File: config.mk
export PLATFORM = sky130hd
export DESIGN_NAME = mac_rr_arbiter
export DESIGN_NICKNAME = d
export VERILOG_FILES = /design/src/rtl/mac_rr_arbiter.sv
export SDC_FILE = /design/constraint.sdc
export NUM_CORES = 1
export LEC_CHECK = 0
export ABC_AREA = 1
export CAP_MARGIN = 10
export CORE_MARGIN = 5
export CORE_UTILIZATION = 48
export CTS_CLUSTER_SIZE = 14
export DETAILED_ROUTE_END_ITERATION = 12
export PLACE_DENSITY = 0.86
export SETUP_SLACK_MARGIN = 0.02
export SYNTH_ARGS = -nofsm -noshare
export SYNTH_HDL_FRONTEND = slang
export SYNTH_SLANG_ARGS = --single-unit
File: constraint.sdc
create_clock -name clk -period 2.4 [get_ports clk]
set_clock_uncertainty 0.1 [all_clocks]
set_input_delay 0.48 -clock clk [delete_from_list [all_inputs] [get_ports clk]]
set_output_delay 0.48 -clock clk [all_outputs]
set_load 0.005 [all_outputs]
File: src/rtl/mac_rr_arbiter.sv
// Round-robin arbiter that shares one non-stallable pipelined MAC between R
// requesters. It grants a whole vector at a time, routes results back in grant
// order through a tag FIFO, and buffers them in a credit-limited result FIFO.
module mac_rr_arbiter #(
    parameter int T     = 16,
    parameter int R     = 2,
    parameter int VEC_S = 8,
    parameter int D     = 4
) (
    input  logic             clk,
    input  logic             reset,
    input  logic [R-1:0]     req_valid,
    output logic [R-1:0]     req_ready,
    input  logic [R*T-1:0]   req_a,
    input  logic [R*T-1:0]   req_b,
    input  logic [R*T-1:0]   req_x,
    output logic [T-1:0]     mac_a,
    output logic [T-1:0]     mac_b,
    output logic [T-1:0]     mac_x,
    output logic             mac_valid_in,
    input  logic [T-1:0]     mac_f,
    input  logic             mac_valid_out,
    output logic [R-1:0]     rsp_valid,
    output logic [T-1:0]     rsp_data,
    input  logic [R-1:0]     rsp_ready,
    output logic             busy,
    output logic             err
);

    localparam int TW = $clog2(R);
    localparam int BW = (VEC_S > 1) ? $clog2(VEC_S) : 1;
    localparam int OW = $clog2(D + 1);
    localparam int PW = (D > 1) ? $clog2(D) : 1;

    typedef enum logic {IDLE, STREAM} state_t;

    function automatic int rr_index(input int base, input int k);
        int s;
        s = base + k;
        if (s >= R) s = s - R;
        return s;
    endfunction

    function automatic logic [PW-1:0] ptr_inc(input logic [PW-1:0] p);
        return (p == PW'(D - 1)) ? '0 : p + 1'b1;
    endfunction

    state_t          state_q, state_d;
    logic [TW-1:0]   g_q, g_d;
    logic [TW-1:0]   rr_q, rr_d;
    logic [BW-1:0]   beat_q, beat_d;
    logic [OW-1:0]   out_q, out_d;
    logic            err_q;
    logic [T-1:0]    hold_a_q, hold_b_q, hold_x_q;

    logic [TW-1:0]   tag_mem [D];
    logic [PW-1:0]   tag_wr_q, tag_rd_q;
    logic [OW-1:0]   tag_cnt_q;

    logic [TW-1:0]   res_tag_mem [D];
    logic [T-1:0]    res_data_mem [D];
    logic [PW-1:0]   res_wr_q, res_rd_q;
    logic [OW-1:0]   res_cnt_q;

    logic [T-1:0]    a_lane [R];
    logic [T-1:0]    b_lane [R];
    logic [T-1:0]    x_lane [R];

    logic            grant;
    logic [TW-1:0]   grant_idx;
    logic [TW-1:0]   cand;
    logic            beat_acc;
    logic            last_beat;
    logic            tag_pop;
    logic            res_nonempty;
    logic [TW-1:0]   res_head_tag;
    logic            res_pop;

    // Unpack the per-requester operand buses into lanes
    always_comb begin
        for (int i = 0; i < R; i++) begin
            a_lane[i] = req_a[i*T +: T];
            b_lane[i] = req_b[i*T +: T];
            x_lane[i] = req_x[i*T +: T];
        end
    end

    // Cyclic search from rr_q for the next requester to grant while credits remain
    always_comb begin
        grant     = 1'b0;
        grant_idx = '0;
        cand      = '0;
        for (int k = 0; k < R; k++) begin
            cand = TW'(rr_index(int'(rr_q), k));
            if (!grant && req_valid[cand]) begin
                grant     = 1'b1;
                grant_idx = cand;
            end
        end
        if (state_q != IDLE || out_q >= OW'(D)) grant = 1'b0;
    end

    assign beat_acc     = (state_q == STREAM) && req_valid[g_q];
    assign last_beat    = beat_acc && (beat_q == BW'(VEC_S - 1));
    assign tag_pop      = mac_valid_out && (tag_cnt_q != '0);
    assign res_nonempty = (res_cnt_q != '0);
    assign res_head_tag = res_tag_mem[res_rd_q];
    assign res_pop      = res_nonempty && rsp_ready[res_head_tag];

    // Next-state logic: grant in IDLE, count accepted beats in STREAM
    always_comb begin
        state_d = state_q;
        g_d     = g_q;
        beat_d  = beat_q;
        rr_d    = rr_q;
        case (state_q)
            IDLE: begin
                if (grant) begin
                    g_d     = grant_idx;
                    beat_d  = '0;
                    state_d = STREAM;
                end
            end
            STREAM: begin
                if (last_beat) begin
                    state_d = IDLE;
                    beat_d  = '0;
                    rr_d    = (g_q == TW'(R - 1)) ? '0 : g_q + 1'b1;
                end else if (beat_acc) begin
                    beat_d = beat_q + 1'b1;
                end
            end
            default: state_d = IDLE;
        endcase
    end

    // Credit counter: one credit per granted vector, returned on result pop
    always_comb begin
        out_d = out_q;
        case ({grant, res_pop})
            2'b10:   out_d = out_q + 1'b1;
            2'b01:   out_d = out_q - 1'b1;
            default: out_d = out_q;
        endcase
    end

    // Requester handshake and MAC drive; data holds its last value outside STREAM
    always_comb begin
        req_ready    = '0;
        mac_a        = hold_a_q;
        mac_b        = hold_b_q;
        mac_x        = hold_x_q;
        mac_valid_in = beat_acc;
        if (state_q == STREAM) begin
            req_ready[g_q] = 1'b1;
            mac_a          = a_lane[g_q];
            mac_b          = b_lane[g_q];
            mac_x          = x_lane[g_q];
        end
    end

    // Present the result FIFO head to its owner only
    always_comb begin
        rsp_valid = '0;
        rsp_data  = '0;
        if (res_nonempty) begin
            rsp_valid[res_head_tag] = 1'b1;
            rsp_data                = res_data_mem[res_rd_q];
        end
    end

    assign busy = (state_q == STREAM) || (out_q != '0);
    assign err  = err_q;

    // Control state, FIFO pointers/counts and MAC hold registers
    always_ff @(posedge clk) begin
        if (reset) begin
            state_q   <= IDLE;
            g_q       <= '0;
            rr_q      <= '0;
            beat_q    <= '0;
            out_q     <= '0;
            err_q     <= 1'b0;
            tag_wr_q  <= '0;
            tag_rd_q  <= '0;
            tag_cnt_q <= '0;
            res_wr_q  <= '0;
            res_rd_q  <= '0;
            res_cnt_q <= '0;
            hold_a_q  <= '0;
            hold_b_q  <= '0;
            hold_x_q  <= '0;
        end else begin
            state_q <= state_d;
            g_q     <= g_d;
            rr_q    <= rr_d;
            beat_q  <= beat_d;
            out_q   <= out_d;
            if (mac_valid_out && tag_cnt_q == '0) err_q <= 1'b1;
            if (grant)   tag_wr_q <= ptr_inc(tag_wr_q);
            if (tag_pop) tag_rd_q <= ptr_inc(tag_rd_q);
            case ({grant, tag_pop})
                2'b10:   tag_cnt_q <= tag_cnt_q + 1'b1;
                2'b01:   tag_cnt_q <= tag_cnt_q - 1'b1;
                default: tag_cnt_q <= tag_cnt_q;
            endcase
            if (tag_pop) res_wr_q <= ptr_inc(res_wr_q);
            if (res_pop) res_rd_q <= ptr_inc(res_rd_q);
            case ({tag_pop, res_pop})
                2'b10:   res_cnt_q <= res_cnt_q + 1'b1;
                2'b01:   res_cnt_q <= res_cnt_q - 1'b1;
                default: res_cnt_q <= res_cnt_q;
            endcase
            if (state_q == STREAM) begin
                hold_a_q <= mac_a;
                hold_b_q <= mac_b;
                hold_x_q <= mac_x;
            end
        end
    end

    // FIFO storage; validity is tracked by the pointers and counts above
    always_ff @(posedge clk) begin
        if (grant) tag_mem[tag_wr_q] <= grant_idx;
        if (tag_pop) begin
            res_tag_mem[res_wr_q]  <= tag_mem[tag_rd_q];
            res_data_mem[res_wr_q] <= mac_f;
        end
    end

endmodule
==> impl_metrics.csv <==
group,metric,value,unit
run_status,status,"finished clean",
worst_hold_path,hold_class,"flop to flop",
synthesis,synth_area,6490,sq um
pwr,power.density_cell_area,989,nW/um^2
synthesis,syn_inst,749,
critical_path,critical_path.top_delay_family,"buffers and inverters",
critical_path,start_kind,"flop",
finish,final_common_cell,"nand2_1",
finish,drive_gt1_share,14.0,%
die,die_h,126,um
critical_path,path_class,"flop to primary output",
grt,grt_pass1_vias,5683,
finish,final_cell_count_no_fill,1160,
pwr,ir_drop,450,uV
critical_path,critPathMaxFanout,4,
drt,drcViolationCount,0,
synthesis,synth_ff_type,"dfxtp_1",
clocking,cts_hold_buf,0,
synthesis,yosysTopAreaCellShare,33.3,%
synthesis,ys_seq_area_share,56.7,%
placed_design,dp_slack,-214,ps
pwr,p_leak,4.42,nW
finish,seq_area,3700,sq um
finish,syn_to_final_growth,45.9,%
critical_path,critPathSlowestCell,"dfxtp_4",
clocking,clk_path_buf_depth,2,
grt,grt_max_degree,48,
placed_design,place_congestion,0.770,
synthesis,synth-edff-count,72,
placed_design,hpwl,11800,um
critical_path,cp.required,1820,ps
timing,fmax,432,MHz
die,rows,42,
clocking,cts_buffers,17,
synthesis,syn_nets,886,
die,pin_count,190,
timing,relSlewSlack,60.5,%
finish,fillCellCount,1020,
placed_design,placed_cells,1110,
finish,final_cell_mix,"nand2_1 (213), clkdlybuf4s50_1 (121), nor2_1 (85)",
timing,finalCritPeriodShare,96.6,%
synthesis,synth_cell_types,30,
critical_path,crit_buf_inv,4,
synthesis,ys_warn_count,0,
grt,track_usage,21.0,%
timing,rsz0062_at_grt,"yes",
timing,maxSlewViolCount,0,
clocking,cts_tree,"built",
synthesis,syn_area_per_cell,8.67,sq um
finish,fin_util,71.6,%
die,die_area,16000,sq um
drt,vias_per_cell,4.95,
clocking,clock_sinks,148,
clocking,h-tree-depth,4,
synthesis,ys_seq_elements,148,
synthesis,ys_async_sr_fraction,0,%
clocking,clk_latency,400,ps
grt,grt_overflow,0,
drt,dr.pass1.iters,4,
finish,diodes,0,
timing,fin_ws,82.7,ps
timing,fin_setup_tns,0,ps
die,start_util,49.0,%
timing,finalHoldViolCount,0,
drt,vias,5744,
timing,setup_viol,0,
critical_path,worstPathArrival,1740,ps
critical_path,cp-startpoint,"state_q$_SDFF_PP0_",
finish,nNetsFinal,1108,
synthesis,synth_area_leaders,"edfxtp_1 (33%), dfxtp_1 (23%), nand2_1 (12%)",
grt,grt_pass1_wl,26700,um
synthesis,synth.largest_area_cell,"edfxtp_1",
grt,antenna_found_initial,0,
drt,drt_iter0_drc,377,
drt,post_drt_wl_per_cell,15.1,um
placed_design,numPortBuffers,189,
worst_hold_path,hp-start,"tag_cnt_q[0]$_SDFFE_PP0P_",
run,drv_cap,0,
finish,multiInputGateArea,2320,sq um
drt,antenna_left,0,
timing,finalCriticalPeriod,2320,ps
drt,routed_wirelength,17600,um
timing,tightest_slew,588,ps
timing,hold_ws,345,ps
die,fp.coreArea,13200,sq um
critical_path,critPathMaxStageDelay,360,ps
critical_path,crit_chain,"inv_4, nor2_4, buf_6, buf_4, nand2_1, nand3_1, clkdlybuf4s15_1",
die,die_w,126,um
clocking,cts.clk_slew.worst_paths,60,ps
critical_path,cp-end-kind,"primary output",
clocking,root_buffer,"clkbuf_16",
[final cells by class]
cell class | count | share of cell area [%]
inverter | 85 | 3.46
timing repair buffer | 238 | 24.7
tap | 176 | 2.32
clock inverter | 12 | 1.37
sequential | 148 | 39.0
clock buffer | 20 | 4.61
multi-input combinational | 481 | 24.5
[synth_stat cells (all sizes together), types with 2 or more instances]
library cell and count:
buf 27, o21ai 48, a21oi 41, nand2 217
o21a 2, edfxtp 72, ha 15, nand3 60
inv 84, a211oi 2, nor2 86, dfxtp 76
clkbuf 8, fa 3, nand4 2
[power breakdown]
| group | leakage, nW | switching, mW | internal, mW |
|---|---|---|---|
| Combinational | 2.86 | 1.89 | 1.65 |
| Sequential | 1.28 | 0.192 | 3.13 |
| Clock | 0.275 | 0.989 | 1.53 |
[sequential cells by signal, summed over array words and instances, names as in the netlist, named ones only]
register      count
out_q             3
res_cnt_q         3
tag_wr_q          2
hold_b_q         16
res_data_mem     64
beat_q            3
tag_rd_q          2
res_rd_q          2
g_q               1
state_q           1
tag_mem           4
hold_a_q         16
err               1
hold_x_q         16
res_tag_mem       4
res_wr_q          2
tag_cnt_q         3
rr_q              1
[per-layer routing]
layer  part of all wire (%)  global-route usage, %
met5                      0                      0
met4                    2.0                   7.57
met1                     38                   22.4
met2                     51                   37.7
met3                    9.6                   8.36
[what timing repair did]
action / CTS / global route
endpoints found under the setup margin: 68 / 22
setup buffers: 6 / 7
resized for setup: 91 / 65
gates cloned: 3 / 2
pin swaps: 5 / 6
[cells by family (layout without fill, tap and decap cells)]
| family | Yosys count | in the layout | share of synthesized area, % |
|---|---|---|---|
| and+or+nand+nor | 366 | 366 | 23.7 |
| DFF | 148 | 148 | 56.7 |
| buffers and inverters | 120 | 355 | 7.96 |
| AOI/OAI and AO/OA | 96 | 96 | 7.72 |
| adders and majority gates | 18 | 18 | 3.81 |
| xor gates and xnor gates | 1 | 1 | 0.135 |
[path summary, 6_finish.rpt]
kind	cells after the start	slack, ps	endpoint
worst min-delay path	1	350	tag_cnt_q[0]$_SDFFE_PP0P_
worst max-delay path	7	80	mac_b[15]
worst max register to register	11	130	out_q[2]$_SDFFE_PP0P_
worst min register to register	1	350	tag_cnt_q[0]$_SDFFE_PP0P_
[through the flow]
stage | instance area [sq um] | total power [mW]
floorplan | 6490 | 5.06
global placement | 8720 | 6.73
detailed placement | 8720 | 6.83
CTS | 9430 | 9.34
global route | 9480 | 9.99
finish | 9480 | 9.38
Note: power is estimated with default switching activity, not from simulation.
